==> config.mk <==
export PLATFORM = sky130hd
export DESIGN_NAME = wb_slave_router
export DESIGN_NICKNAME = d
export VERILOG_FILES = /design/src/rtl/wb_slave_router.sv
export SDC_FILE = /design/constraint.sdc
export NUM_CORES = 1
export LEC_CHECK = 0
export ABC_AREA = 1
export BUFFER_PORTS_ARGS = -buffer_cell sky130_fd_sc_hd__buf_2
export CELL_PAD_IN_SITES_DETAIL_PLACEMENT = 1
export CELL_PAD_IN_SITES_GLOBAL_PLACEMENT = 2
export CORE_MARGIN = 4
export CORE_UTILIZATION = 26
export DETAILED_ROUTE_END_ITERATION = 6
export PLACE_DENSITY_LB_ADDON = 0.1
export SLEW_MARGIN = 0
export SYNTH_ARGS = -nofsm -noshare
export SYNTH_HDL_FRONTEND = slang
export SYNTH_SLANG_ARGS = --single-unit
==> constraint.sdc <==
create_clock -name wb_clk_i -period 4.2 [get_ports wb_clk_i]
set_input_delay 0.84 -clock wb_clk_i [delete_from_list [all_inputs] [get_ports wb_clk_i]]
set_output_delay 0.84 -clock wb_clk_i [all_outputs]
set_load 0.01 [all_outputs]
==> src/rtl/wb_slave_router.sv <==
// Wishbone address router: forwards one master transfer to either the user slave
// or the debug slave, with a per-transfer ack timeout and a saturating error count.
module wb_slave_router #(
    parameter logic [28:0] DEBUG_BASE = 29'h601FFFF,
    parameter int          TIMEOUT    = 16,
    parameter logic [31:0] ERR_DATA   = 32'hDEADBEEF
) (
    input  logic        wb_clk_i,
    input  logic        wb_rst_i,
    input  logic        wbs_cyc_i,
    input  logic        wbs_stb_i,
    input  logic [31:0] wbs_adr_i,
    output logic        wbs_ack_o,
    output logic [31:0] wbs_dat_o,
    output logic        user_cyc_o,
    output logic        user_stb_o,
    input  logic        user_ack_i,
    input  logic [31:0] user_dat_i,
    output logic        debug_cyc_o,
    output logic        debug_stb_o,
    input  logic        debug_ack_i,
    input  logic [31:0] debug_dat_i,
    output logic        timeout_o,
    output logic [7:0]  err_cnt_o,
    output logic [1:0]  fsm_state
);

    // Handshake: a request is wbs_cyc_i & wbs_stb_i held until wbs_ack_o is seen;
    // slave acks count only from the selected slave while its strobe is high.
    typedef enum logic [1:0] {
        IDLE  = 2'd0,
        USER  = 2'd1,
        DEBUG = 2'd2,
        RESP  = 2'd3
    } state_t;

    // Counter is 0 in the first strobe cycle, so TIMEOUT-2 marks the last one.
    localparam logic [7:0] CNT_LAST = 8'(TIMEOUT - 2);

    state_t      state;
    logic [7:0]  cnt;
    logic        req;
    logic        is_debug;
    logic        slave_ack;
    logic [31:0] slave_dat;
    logic        unused_adr;

    assign req        = wbs_cyc_i & wbs_stb_i;
    assign is_debug   = (wbs_adr_i[31:3] == DEBUG_BASE);
    assign unused_adr = ^wbs_adr_i[2:0];
    assign fsm_state  = state;

    always_comb begin
        slave_ack = 1'b0;
        slave_dat = 32'h0;
        if (state == USER) begin
            slave_ack = user_ack_i;
            slave_dat = user_dat_i;
        end else if (state == DEBUG) begin
            slave_ack = debug_ack_i;
            slave_dat = debug_dat_i;
        end
    end

    always_ff @(posedge wb_clk_i or negedge wb_rst_i) begin
        if (!wb_rst_i) begin
            state       <= IDLE;
            cnt         <= 8'h0;
            wbs_ack_o   <= 1'b0;
            wbs_dat_o   <= 32'h0;
            user_cyc_o  <= 1'b0;
            user_stb_o  <= 1'b0;
            debug_cyc_o <= 1'b0;
            debug_stb_o <= 1'b0;
            timeout_o   <= 1'b0;
            err_cnt_o   <= 8'h0;
        end else begin
            timeout_o <= 1'b0;
            case (state)
                IDLE: begin
                    wbs_ack_o <= 1'b0;
                    wbs_dat_o <= 32'h0;
                    if (req) begin
                        cnt <= 8'h0;
                        if (is_debug) begin
                            state       <= DEBUG;
                            debug_cyc_o <= 1'b1;
                            debug_stb_o <= 1'b1;
                        end else begin
                            state      <= USER;
                            user_cyc_o <= 1'b1;
                            user_stb_o <= 1'b1;
                        end
                    end
                end
                USER, DEBUG: begin
                    // Priority: master abort, then slave ack, then timeout.
                    if (!req) begin
                        state       <= IDLE;
                        user_cyc_o  <= 1'b0;
                        user_stb_o  <= 1'b0;
                        debug_cyc_o <= 1'b0;
                        debug_stb_o <= 1'b0;
                    end else if (slave_ack) begin
                        state       <= RESP;
                        wbs_ack_o   <= 1'b1;
                        wbs_dat_o   <= slave_dat;
                        user_cyc_o  <= 1'b0;
                        user_stb_o  <= 1'b0;
                        debug_cyc_o <= 1'b0;
                        debug_stb_o <= 1'b0;
                    end else if (cnt == CNT_LAST) begin
                        state       <= RESP;
                        wbs_ack_o   <= 1'b1;
                        wbs_dat_o   <= ERR_DATA;
                        timeout_o   <= 1'b1;
                        user_cyc_o  <= 1'b0;
                        user_stb_o  <= 1'b0;
                        debug_cyc_o <= 1'b0;
                        debug_stb_o <= 1'b0;
                        if (err_cnt_o != 8'hFF) begin
                            err_cnt_o <= err_cnt_o + 8'h1;
                        end
                    end else begin
                        cnt <= cnt + 8'h1;
                    end
                end
                RESP: begin
                    state     <= IDLE;
                    wbs_ack_o <= 1'b0;
                    wbs_dat_o <= 32'h0;
                end
                default: begin
                    state <= IDLE;
                end
            endcase
        end
    end

endmodule

---- Yosys cells after proc, flatten, opt, wreduce, memory -nomap -nowiden ----
Cells that the tools add are included.
W data, S select, Z words.
word-level totals
  flip-flop bits (word level) ............. 54
  bits of input ports ..................... 102
  output and inout bits ................... 48
  logic and storage cells ................. 72
operators by class
  add/sub/neg operators ................... 2
  equality and inequality tests ........... 14
  mux-type cells .......................... 36
  bitwise operators ....................... 2
  reduce and logical (&&, ||, !) cells .... 10
operators by type and width
  cell                    number
  $mux W32                5
  $pmux W32 S2            1
  $mux W8                 4
  $eq A29 B27 Y1 const B  1
  $add A8 B1 Y8 const B   2
  $mux W1                 16
  $pmux W8 S2             1
  $ne A2 B2 Y1 const B    6
  $mux W2                 5
  $reduce_and A5 Y1       2
  $eq A8 B4 Y1 const B    1
  $ne A8 B8 Y1 const B    1
  $reduce_and A4 Y1       2
  $pmux W1 S2             3
  $pmux W2 S3             1
  $eq A2 B2 Y1 const B    2
  $ne A4 B4 Y1 const B    1
  $reduce_and A2 Y1       2
  $reduce_or A2 Y1        2
  $ne A3 B3 Y1 const B    1
  $eq A2 B1 Y1 const B    1
  $logic_not A2 Y1        1
  $reduce_bool A2 Y1      1
  $and A1 B1 Y1           1
  $not A1 Y1              1

---- Longest topological paths before layout ----
  depth in word-level cells ............... 6
  gate-level depth with buffers ........... 13
  gate-level depth less buffers ........... 11

---- Worst setup path after synthesis ----
OpenSTA, ideal clock, no wires.
  path kind ............................... input to register
  start point ............................. in debug_ack_i
  end point ............................... reg wbs_dat_o[11]
  setup time .............................. 117 ps
  data arrival time ....................... 1,618 ps
  required time ........................... 4,083 ps
  setup slack ............................. 2,466 ps
  stages .................................. 8
  path buffers ............................ 1
  cells stage by stage .................... nand2_1 > nor2_2 > nor2_4 > inv_2 > clkbuf_1 > a21oi_1 > nand2_1 > nand2_1
between the ends
  longest elaborated chain between the ends .. 5
  elaborated cells on any way between the ends .. 7
  classes of those cells .................. eq/ne (1); mux (5); reduce/logical (1)
ends and longest elaborated chain
  item                    RTL line  source
  start: declaration      21        input logic debug_ack_i,
  $mux W1 *               59        end else if (state == DEBUG) begin
  $mux W1 *               56        if (state == USER) begin
  $mux W32                104       end else if (slave_ack) begin
  $mux W32                98        if (!req) begin
  $pmux W32 S2            79        case (state)
  end signal: assignment  107       wbs_dat_o <= slave_dat;
  end: declaration        14        output logic [31:0] wbs_dat_o,
Every way passes the cells marked *; elsewhere a longest branch is shown, timed or not. The select of a mux whose other input is x is not followed.
A chain may end at the register's enable or synchronous reset.

---- Final worst setup path ----
  start point ............................. reg state[1], in the netlist fsm_state[1]
  end point ............................... reg wbs_dat_o[8]
between the ends
  longest elaborated chain between the ends .. 6
  elaborated cells on any way between the ends .. 16
  classes of those cells .................. eq/ne (5); mux (7); reduce/logical (4)
ends and longest elaborated chain
  item                                        RTL line  source
  start: declaration                          40        state_t state;
  start signal: assignment                    67        state <= IDLE;
  start signal: assignment                    86        state <= DEBUG;
  start signal: assignment                    90        state <= USER;
  $eq A2 B2 Y1                                59, 79
  $mux W32 / $mux W1 (equally long branches)  59
  $mux W32 / $mux W1 (equally long branches)  56
  $mux W32                                    104
  $mux W32                                    98
  $pmux W32 S2                                79
Several ways; a longest one is shown, not always the timed one. The select of a mux whose other input is x is not followed.

==> results.yml <==
status:
  status: "finished, final reports clean"
global_route:
  grt_pass1_vias: 3218
  grt_max_degree: 36
  grtUsageTotal_pct: 14.34
  grt_pass1_wl_um: 16590
  antenna_found_initial: 0
  grt_overflow: 0
synth:
  synth_edf_count: 0
  postSynth.asyncResetShare_pct: 100.0
  postSynthCellCount: 427
  synth_area_leaders: "dfrtp_1, nand2_1, a22oi_1"
  ys.flop_type: "dfrtp_1"
  yosysTopAreaCell: "dfrtp_1"
  synth-seq-cells: 54
  yosys-top-cells-count: "nand2_1, dfrtp_1, nor2_1"
  yosys.cell_types.count: 26
  synth_nets: 536
  syn_avg_cell_area_um2: 7.457
  synth_top_cell_area_share_pct: 42.44
  yosysSeqAreaShare_pct: 42.44
  yosysWarnings: 0
  syn_area_um2: 3184
  synth_most_common_cell: "nand2_1"
sta:
  max_freq_mhz: 413.6
  holdWs_ns: 0.4688
  setup_viol: 0
  worst_slew_pin_slew_ns: 1.107
  fin_ws_ns: 1.782
  rsz0062_at_grt: "no"
  min_period_over_period_pct: 57.57
  hold_violations: 0
  slew_headroom_pct: 26.13
  finClkSkew_ns: 0.003472
  slew_violations: 0
  fin_setup_tns_ns: 0
  period_needed_ns: 2.418
detailed_routing:
  first_pass_iters: 4
  viasPerCell: 4.563
  wl_um: 10300
  wire_per_inst_um: 14.46
  vias: 3249
  drcViolationCount: 0
  drtAntennaViolNets: 0
  drt_iter0_markers: 120
hold_path:
  hp-class: "reg2reg"
  min_path_cells: 2
  hold_start: "wbs_dat_o[10]$_DFFE_PN0P_"
  min_to: "wbs_dat_o[10]$_DFFE_PN0P_"
clocking:
  cts_buffers: 5
  clkTransAtPathRegs_ns: 0.07
  clk_path_buf_depth: 2
  cts_tree: "built"
  cts-htree-levels: 2
  holdBufCountCts: 0
  clock-sinks: 54
  cts_root_buf: "clkbuf_16"
  cts_setup_buffers: 0
  clkLatencyLatePin_ns: 0.29
  cts_resized: 0
placed_design:
  place_hpwl_um: 7843
  pre_cts_ws_ns: 1.704
  portBuffers: 146
  gp_congestion: 0.7578
setup_path:
  required_ns: 4.40
  worstReg2RegEnd: "wbs_dat_o[8]$_DFFE_PN0P_"
  cp-end-kind: "register"
  reg2reg_from: "fsm_state[1]$_DFFE_PN0P_"
  critPathArrivalTime_ns: 2.62
  cp_max_fo: 35
  startpoint_type: "register"
  worstRegToRegCells: 7
  r2r_setup_slack_ns: 1.78
  critical_path_class: "reg2reg"
die:
  start_util_pct: 26.51
  die_h_um: 118.7
  coreArea_um2: 12010
  fp-row-count: 40
  die_w_um: 118.7
  io-pin-count: 150
  die_area_um2: 14080
final_layout:
  num_antenna_cells: 0
  synthToLayoutAreaGrowth_pct: 31.00
  finish.utilization_pct: 34.73
  drive_gt1_share_pct: 30.44
  nets: 673
power:
  p_switching_mw: 1.268
  switching_share_pct: 46.26
  combPwrFrac_pct: 53.4
  p_leak_nw: 2.276
  power_frac_seq_pct: 29.7
  internal_power_mw: 1.474
  clock_power_share_pct: 16.9
  ir_drop_mv: 0.2620
  pwr_density_cell_nw_per_um2: 657.3
run:
  cap_viol_max_count: 0
sequential cells by signal (all words and copies together) (netlist names):
name         count
cnt              8
debug_stb_o      1
err_cnt_o        8
fsm_state        2
timeout_o        1
user_stb_o       1
wbs_ack_o        1
wbs_dat_o       32
routing by layer:
metal	wire length, um	vias up	track usage [%]
li1	-	1656	-
met1	4792	1516	18.76
met2	5013	73	24.72
met3	432	4	2.871
met4	59	0	2.607
met5	0	-	0
metrics by stage:
stage / instance area (um2) / power, mW / std cells
6_report: 4172 / 2.742 / 712
4_1_cts: 4172 / 2.811 / 712
5_1_grt: 4172 / 3.030 / 712
2_1_floorplan: 3184 / 1.900 / 427
3_3_place_gp: 4009 / 2.300 / 704
3_5_place_dp: 4009 / 2.328 / 704
placed cells by master (no fill, tap or decap), drive strengths merged:
cell type / synthesis / routed
nor3: 3 / 3
xor2: 8 / 8
dfrtp: 54 / 54
clkbuf: 8 / 7
nor2: 39 / 39
nand3b: 1 / 1
a21oi: 25 / 25
a22oi: 32 / 32
o21ai: 17 / 17
xnor2: 2 / 2
nand4: 6 / 6
nand3: 18 / 18
bufinv: 0 / 1
nand2: 162 / 162
buf: 12 / 150
ha: 7 / 7
inv: 33 / 33
logic make-up after synthesis:
logic type      Yosys count  share of synthesized area [%]
compound gates           74                          14.15
xor+xnor                 10                          2.751
fa+ha+maj                 7                          2.750
buf+inv                  53                          7.740
flops                    54                          42.44
simple gates            229                          30.18
power groups by stage:
stage | combinational [mW] | clock, mW | sequential [mW]
after floorplan | 1.03 | 0 | 0.874
after global placement | 1.48 | 0 | 0.818
after detailed placement | 1.50 | 0 | 0.825
after CTS | 1.51 | 0.487 | 0.818
after global routing | 1.68 | 0.510 | 0.841
final | 1.46 | 0.463 | 0.815
layout make-up:
type / instances / area [um2]
Tap cell: 147 / 183.9
Multi-Input combinational cell: 320 / 1587
Clock inverter: 1 / 30.03
Sequential cell: 54 / 1351
Timing Repair Buffer: 150 / 760.7
Fill cell: 1527 / 7840
Clock buffer: 7 / 132.6
Inverter: 33 / 126.4
critical path, cell delays in order (launching register included):
cell and delay (ns):
dfrtp_1 0.38, inv_1 0.09, ha_1 0.18, buf_4 0.24
nor2_2 0.89, buf_4 0.29, a22oi_1 0.07, o21ai_0 0.18
how the worst max path moves through the flow:
stage,start,depth (start not counted),slack [ns],endpoint
3_5_place_dp,fsm_state[1]$_DFFE_PN0P_,8,1.70,wbs_dat_o[19]$_DFFE_PN0P_
5_1_grt,fsm_state[1]$_DFFE_PN0P_,8,1.45,wbs_dat_o[19]$_DFFE_PN0P_
2_1_floorplan,debug_ack_i,8,2.47,wbs_dat_o[11]$_DFFE_PN0P_
4_1_cts,fsm_state[1]$_DFFE_PN0P_,8,1.69,wbs_dat_o[19]$_DFFE_PN0P_
3_3_place_gp,fsm_state[1]$_DFFE_PN0P_,8,1.73,wbs_dat_o[19]$_DFFE_PN0P_
6_report,fsm_state[1]$_DFFE_PN0P_,7,1.78,wbs_dat_o[8]$_DFFE_PN0P_
No activity file was read; power rests on OpenSTA's default activity.
